$ cat config.mk
export PLATFORM = sky130hd
export DESIGN_NAME = out_port_serial_flat
export DESIGN_NICKNAME = d
export VERILOG_FILES = /design/src/rtl/out_port_serial_if.sv /design/src/rtl/out_port_serial.sv /design/src/flat_wrapper.sv
export SDC_FILE = /design/constraint.sdc
export NUM_CORES = 1
export LEC_CHECK = 0
export BUFFER_PORTS_ARGS = -buffer_cell sky130_fd_sc_hd__buf_4
export CAP_MARGIN = 5
export CORE_UTILIZATION = 45
export DETAILED_ROUTE_END_ITERATION = 10
export MAX_ROUTING_LAYER = met4
export PLACE_DENSITY = 0.78
export SLEW_MARGIN = 20
export SYNTH_ARGS = -nofsm -noshare
export SYNTH_HDL_FRONTEND = slang
export SYNTH_SLANG_ARGS = --single-unit
$ cat constraint.sdc
create_clock -name CLK -period 4 [get_ports CLK]
set_input_delay 0.8 -clock CLK [delete_from_list [all_inputs] [get_ports CLK]]
set_output_delay 0.8 -clock CLK [all_outputs]
set_load 0.01 [all_outputs]
$ cat src/rtl/out_port_serial_if.sv
// Bus bundle for out_port_serial: parallel load side plus the serial line and
// status outputs. The master drives WBUS/Lo, the slave (the port) drives the rest.
interface out_port_serial_if #(
   parameter int WIDTH = 8
);
   logic [WIDTH-1:0] WBUS;
   logic             Lo;
   logic             serial_out;
   logic             busy;
   logic             done;
   logic             acknowledge;
   logic             overrun;
   logic [WIDTH-1:0] data_hold;
   logic [1:0]       state_dbg;

   // Lo is a single-cycle strobe sampled on posedge CLK. It is accepted only
   // while busy=0, and that edge also captures WBUS. A Lo seen while busy=1
   // is dropped and raises overrun. done pulses once per finished frame.
   modport master (
      output WBUS, Lo,
      input  serial_out, busy, done, acknowledge, overrun, data_hold, state_dbg
   );

   modport slave (
      input  WBUS, Lo,
      output serial_out, busy, done, acknowledge, overrun, data_hold, state_dbg
   );
endinterface

$ cat src/rtl/out_port_serial.sv
// Output port that frames a loaded word as an asynchronous serial stream:
// start bit, WIDTH data bits, STOP_BITS stop bits, BAUD_DIV clocks per bit.
module out_port_serial #(
   parameter int WIDTH     = 8,
   parameter int STOP_BITS = 1,
   parameter int BAUD_DIV  = 4,
   parameter int MSB_FIRST = 0
) (
   input logic              CLK,
   input logic              CLR,
   out_port_serial_if.slave bus
);
   typedef enum logic [1:0] {IDLE = 2'd0, START = 2'd1, DATA = 2'd2, STOP = 2'd3} state_t;

   localparam int TW = (BAUD_DIV > 1) ? $clog2(BAUD_DIV) : 1;
   localparam int CW = $clog2(WIDTH);
   localparam logic [TW-1:0] TIMER_LAST = TW'(BAUD_DIV - 1);
   localparam logic [CW-1:0] BIT_LAST   = CW'(WIDTH - 1);
   localparam logic [CW-1:0] STOP_LAST  = CW'(STOP_BITS - 1);

   state_t           state;
   logic [WIDTH-1:0] shreg;
   logic [TW-1:0]    timer;
   logic [CW-1:0]    bit_cnt;
   logic             bit_tick;
   logic             first_bit;
   logic             next_bit;
   logic [WIDTH-1:0] shifted;

   assign bus.state_dbg = state;

   // With BAUD_DIV=1 the timer stays at 0 and every cycle is a bit boundary.
   always_comb begin
      bit_tick  = (timer == TIMER_LAST);
      first_bit = 1'b0;
      next_bit  = 1'b0;
      shifted   = '0;
      if (MSB_FIRST != 0) begin
         first_bit = shreg[WIDTH-1];
         shifted   = shreg << 1;
         next_bit  = shifted[WIDTH-1];
      end else begin
         first_bit = shreg[0];
         shifted   = shreg >> 1;
         next_bit  = shifted[0];
      end
   end

   always_ff @(posedge CLK) begin
      if (CLR) begin
         state           <= IDLE;
         shreg           <= '0;
         timer           <= '0;
         bit_cnt         <= '0;
         bus.serial_out  <= 1'b1;
         bus.busy        <= 1'b0;
         bus.done        <= 1'b0;
         bus.acknowledge <= 1'b0;
         bus.overrun     <= 1'b0;
         bus.data_hold   <= '0;
      end else begin
         bus.done <= 1'b0;
         case (state)
            IDLE: begin
               bus.serial_out <= 1'b1;
               bus.busy       <= 1'b0;
               timer          <= '0;
               bit_cnt        <= '0;
               if (bus.Lo) begin
                  shreg           <= bus.WBUS;
                  bus.data_hold   <= bus.WBUS;
                  bus.acknowledge <= 1'b0;
                  bus.overrun     <= 1'b0;
                  bus.serial_out  <= 1'b0;
                  bus.busy        <= 1'b1;
                  state           <= START;
               end
            end
            default: begin
               // Any load while a frame is in flight, including its last stop cycle, is an overrun.
               if (bus.Lo) bus.overrun <= 1'b1;
               timer <= bit_tick ? '0 : timer + TW'(1);
               if (bit_tick) begin
                  case (state)
                     START: begin
                        state          <= DATA;
                        bus.serial_out <= first_bit;
                        bit_cnt        <= '0;
                     end
                     DATA: begin
                        if (bit_cnt == BIT_LAST) begin
                           state          <= STOP;
                           bus.serial_out <= 1'b1;
                           bit_cnt        <= '0;
                        end else begin
                           shreg          <= shifted;
                           bus.serial_out <= next_bit;
                           bit_cnt        <= bit_cnt + CW'(1);
                        end
                     end
                     STOP: begin
                        if (bit_cnt == STOP_LAST) begin
                           state           <= IDLE;
                           bus.done        <= 1'b1;
                           bus.acknowledge <= 1'b1;
                           bus.busy        <= 1'b0;
                           bit_cnt         <= '0;
                        end else begin
                           bit_cnt <= bit_cnt + CW'(1);
                        end
                     end
                     default: state <= IDLE;
                  endcase
               end
            end
         endcase
      end
   end
endmodule
$ cat src/flat_wrapper.sv
// flat-port wrapper written by rule: the top's interface ports become plain ports
module out_port_serial_flat 
#(
   parameter int WIDTH     = 8,
   parameter int STOP_BITS = 1,
   parameter int BAUD_DIV  = 4,
   parameter int MSB_FIRST = 0
)
  (CLK, CLR, bus_WBUS, bus_Lo, bus_serial_out, bus_busy, bus_done, bus_acknowledge, bus_overrun, bus_data_hold, bus_state_dbg);
  out_port_serial_if #(.WIDTH(WIDTH)) bus_i ();
  input logic CLK;
  input logic CLR;
  input wire logic [$bits(bus_i.WBUS)-1:0] bus_WBUS;
  input wire logic [$bits(bus_i.Lo)-1:0] bus_Lo;
  output wire logic [$bits(bus_i.serial_out)-1:0] bus_serial_out;
  output wire logic [$bits(bus_i.busy)-1:0] bus_busy;
  output wire logic [$bits(bus_i.done)-1:0] bus_done;
  output wire logic [$bits(bus_i.acknowledge)-1:0] bus_acknowledge;
  output wire logic [$bits(bus_i.overrun)-1:0] bus_overrun;
  output wire logic [$bits(bus_i.data_hold)-1:0] bus_data_hold;
  output wire logic [$bits(bus_i.state_dbg)-1:0] bus_state_dbg;
  assign bus_i.WBUS = bus_WBUS;
  assign bus_i.Lo = bus_Lo;
  assign bus_serial_out = bus_i.serial_out;
  assign bus_busy = bus_i.busy;
  assign bus_done = bus_i.done;
  assign bus_acknowledge = bus_i.acknowledge;
  assign bus_overrun = bus_i.overrun;
  assign bus_data_hold = bus_i.data_hold;
  assign bus_state_dbg = bus_i.state_dbg;
  out_port_serial #(.WIDTH(WIDTH), .STOP_BITS(STOP_BITS), .BAUD_DIV(BAUD_DIV), .MSB_FIRST(MSB_FIRST)) u_core (.CLK(CLK), .CLR(CLR), .bus(bus_i));
endmodule
### Word-level counts from Yosys, hierarchy flattened

Cells that the tools add are included.

* equality and inequality tests: 9
* add/subtract/negate cells: 2
* shift-type cells: 0
* bitwise gates (word level): 2
* $lt $le $gt $ge: 0
* multiplexer cells: 32
* reductions and logical operators: 18
* multipliers: 0
* div/mod/pow operators: 0

Operators with widths (count)
* two-way mux 8 bit: 5
* two-way mux 1 bit: 17
* AND reduction 4 bit: 3
* two-way mux 2 bit: 5
* one-hot mux 3 bit (3 select lines): 1
* nonzero test 2 bit: 4
* == test 2 bit (second input constant): 3
* two-way mux 3 bit: 2
* one-hot mux 2 bit (3 select lines): 1
* AND reduction 2 bit: 3
* nonzero test 3 bit: 2
* inequality test 2 bit (second input constant): 2
* OR reduction 4 bit: 1
* adder 3 x 1 -> 3 bit (second input constant): 1
* == test 3 bit (second input constant): 1
* zero test 3 bit: 1
* inequality test 3 x 1 -> 1 bit (second input constant): 1
* inequality test 3 x 2 -> 1 bit (second input constant): 1
* AND reduction 3 bit: 1
* OR reduction 3 bit: 1
* adder 2 x 1 -> 2 bit (second input constant): 1
* == test 2 x 1 -> 1 bit (second input constant): 1
* zero test 2 bit: 1
* inverter 1 bit: 2
* 2 further kinds: 2

* memories: 0
* bits in latches: 0
* output and inout bits: 15
* bits in writable memories: 0
* ROM bits: 0
* word-level logic and storage cells: 73
* input port bits: 11
* register bits: 28

### Longest topological paths before layout

* depth in word-level cells: 5
* depth in mapped cells: 8
* gate-level depth less buffers: 6

### Least setup slack after synthesis

OpenSTA, ideal clock, no wires.

* kind: reg-to-reg
* start point: register u_core.state[0] (netlist: u_core.bus.state_dbg[0])
* end point: register u_core.state[1] (netlist: u_core.bus.state_dbg[1])
* data required time: 3.872 ns
* setup slack: 2.186 ns
* library setup time: 0.128 ns
* data arrival time: 1.686 ns
* clock period less this slack: 1.814 ns
* cell stages (with the launch flop): 8
* buffers on the path: 1
* cell sequence: dfxtp_1 -> inv_1 -> ha_1 -> buf_6 -> nand2b_4 -> a222oi_1 -> mux2i_1 -> nor2_1

* word-level cells in the longest chain between the ends: 4
* elaborated cells on any way between the ends: 12
* classes of those cells: eq/ne (6); mux (3); reduce/logical (3)

RTL lines
* start: declaration: RTL line out_port_serial.sv:21 `state_t state;`
* start signal: assignment: RTL line out_port_serial.sv:51 `state <= IDLE;`
* start signal: assignment: RTL line out_port_serial.sv:76 `state <= START;`
* start signal: assignment: RTL line out_port_serial.sv:86 `state <= DATA;`
* == test 2 bit / == test 2 x 1 -> 1 bit (equally long branches): RTL line out_port_serial.sv:84 `case (state)`
* one-hot mux 2 bit (3 select lines): RTL line out_port_serial.sv:84
* two-way mux 2 bit: RTL line out_port_serial.sv:83 `if (bit_tick) begin`
* two-way mux 2 bit: RTL line out_port_serial.sv:63 `case (state)`

Several ways; a longest one is shown, not always the timed one. The select of a mux whose other input is x is not followed.
A chain may end at the register's enable or synchronous reset.

### Final worst setup path

Same ends and word-level chain as after synthesis.

==> results.tsv <==
metric	value	unit
drt-initial-drc-count	17	
vias	1064	
ant_nets	0	
drc	0	
timing.hold.ws	0.456	ns
clkPwrFrac	20.1	%
nFillCells	270	
hold_viol_final	0	
ios	26	
setup_tns	0	ns
rows	19	
cts_resized	0	
max_freq	414	MHz
setup_violations	0	
postCtsSetupRepairBufs	0	
switching_share	30.8	%
arrival	2.63	ns
first_pass_iters	4	
place_congestion	0.751	
finalCritPeriodShare	60.4	%
grt_pass1_wl	4.49	mm
synth_area	1290	µm²
grt_setup_unrepaired	no	
critPathRequiredTime	4.22	ns
cellPowerDensity	438	nW/µm²
drive_above_1_share	19.9	%
routed_wl	2.62	mm
hold_path_class	reg -> reg	
path_max_fanout	19	
clockRootBuffer	clkbuf_4	
nNetsFinal	188	
comb_power_share	29.6	%
synth_cells	145	
cts-hold-fix-buffers	0	
cts.sinks	28	
antenna_found_initial	0	
area_growth	17.2	%
criticalPathCategory	reg -> reg	
fin_skew	0.00386	ns
setup.worst_path.end_class	flop	
p_seq_share	50.4	%
clock_path_buffers	2	
routed_via_density	5.40	
core	2730	µm²
status	finished clean	
relSlewSlack	47.4	%
grt_max_degree	26	
io_buffer_count	25	
synth_seq_cells	28	
grt_remaining_overflow	0	
power	0.000664	W
clk_pin_slew	0.14	ns
grt_pass1_vias	1057	
cts_buffers	3	
grtUsageTotal	18.6	%
antenna_cells	0	
p_switching	0.000204	W
syn-num-nets	166	
place.detailed.hpwl	1.95	mm
drv_slew	0	
yosysSeqAreaShare	43.4	%
cts_tree	built	
worstSetupStartpointType	flop	
die-area	3090	µm²
yosysUniqueCellTypes	30	
leakage	0.680	nW
utilization	55.4	%
synth_warnings	0	
initial_core_util	47.3	%
die_h	55.6	µm
intPower	0.000460	W
clk_latency	0.31	ns
ir_worst_vdd	306	µV
wl_per_cell	13.3	µm
min_period	2.41	ns
maxCapViolations	0	
synth_area_per_cell	8.91	µm²
die_width	55.6	µm
h-tree-depth	1	
worst_pin_slew	0.788	ns
[power by group through the flow]
stage | Sequential [W] | Clock [W] | Combinational, W
global placement | 0.000339 | 0 | 0.000191
CTS | 0.000335 | 0.000139 | 0.000198
floorplan | 0.000345 | 0 | 0.000138
global route | 0.000339 | 0.000147 | 0.000222
detailed placement | 0.000341 | 0 | 0.000197
finish | 0.000335 | 0.000133 | 0.000196
[final timing paths]
path,cells after the start,end,slack (ns),from
setup / recovery,6,u_core.bus.state_dbg[1],1.59,u_core.bus.state_dbg[0]
hold / removal,1,u_core.timer[0],0.46,u_core.timer[0]
setup reg to reg,6,u_core.bus.state_dbg[1],1.59,u_core.bus.state_dbg[0]
hold reg to reg,1,u_core.timer[0],0.46,u_core.timer[0]
[metal layers]
layer	track usage, %	vias up	part of all wire (%)
met1	22.4	502	45
met4	8.93	0	1.3
met3	2.33	4	3.7
li1	-	536	-
met5	-	-	0
met2	30.8	22	50
[area by class of cell]
cell class	count	area, µm²	share of cell area (%)
repair buffers	25	188	12.4
inverters	9	33.8	2.23
clock buffers	4	36.3	2.39
flip-flops and latches	28	561	37.0
multi-input cells	100	658	43.4
well taps	31	38.8	2.56
[sequential cells by signal, summed over array words and instances (netlist names)]
signal                  flops
u_core.bus.data_hold        8
u_core.shreg                8
u_core.bit_cnt              3
u_core.bus.state_dbg        2
u_core.timer                2
u_core.bus.acknowledge      1
u_core.bus.busy             1
u_core.bus.done             1
u_core.bus.overrun          1
u_core.bus.serial_out       1
[layout by cell type (no fill, tap or decap), drive strengths merged, types with 5 or more instances in the layout]
cell type,netlist,routed
dfxtp,28,28
buf,3,25
nand2,18,18
nor2,15,15
a21oi,11,11
ha,10,10
inv,9,9
a211oi,9,9
mux2i,8,8
nand2b,5,5
[cell usage after synthesis (all sizes together)]
library cell	instances	area share, %
inv	9	2.6
nor4b	1	0.68
a21boi	1	0.58
ha	10	9.7
nor3	1	0.39
a31o	1	0.68
a211oi	9	5.2
o22ai	2	0.97
nand3	1	0.39
nor2b	3	1.5
a32oi	1	0.68
nand2b	5	3.0
mux2i	8	6.2
a22o	1	0.68
o21ai	4	1.5
buf	3	1.6
nand2	18	5.4
a21oi	11	4.3
and2	3	1.5
a222oi	1	0.77
nor4	1	0.48
o21ba	1	0.77
o211ai	1	0.58
dfxtp	28	43
clkbuf	5	1.5
nor2	15	4.4
and4	1	0.68
[through the flow]
step | cell area (µm²) | setup WS, ns | cells
after global routing | 1520 | 1.32 | 197
after global placement | 1480 | 1.73 | 193
after detailed placement | 1480 | 1.61 | 193
final | 1520 | 1.59 | 197
after floorplan | 1290 | 2.19 | 145
after CTS | 1520 | 1.58 | 197
[worst max-delay path, stage by stage (launching register included)]
cell	delay, ns
dfxtp_1	0.39
inv_1	0.13
ha_1	0.68
nand2_2	0.29
a222oi_1	0.52
mux2i_1	0.24
nor2_1	0.06
[cells by family after synthesis]
| kind of cell | synth area share (%) |
|---|---|
| AOI/OAI and AO/OA | 16.7 |
| adders and majority gates | 9.68 |
| buffers and inverters | 5.71 |
| DFF | 43.4 |
| muxes | 6.20 |
| and+or+nand+nor | 18.3 |
Note: power is estimated with default switching activity, not from simulation.
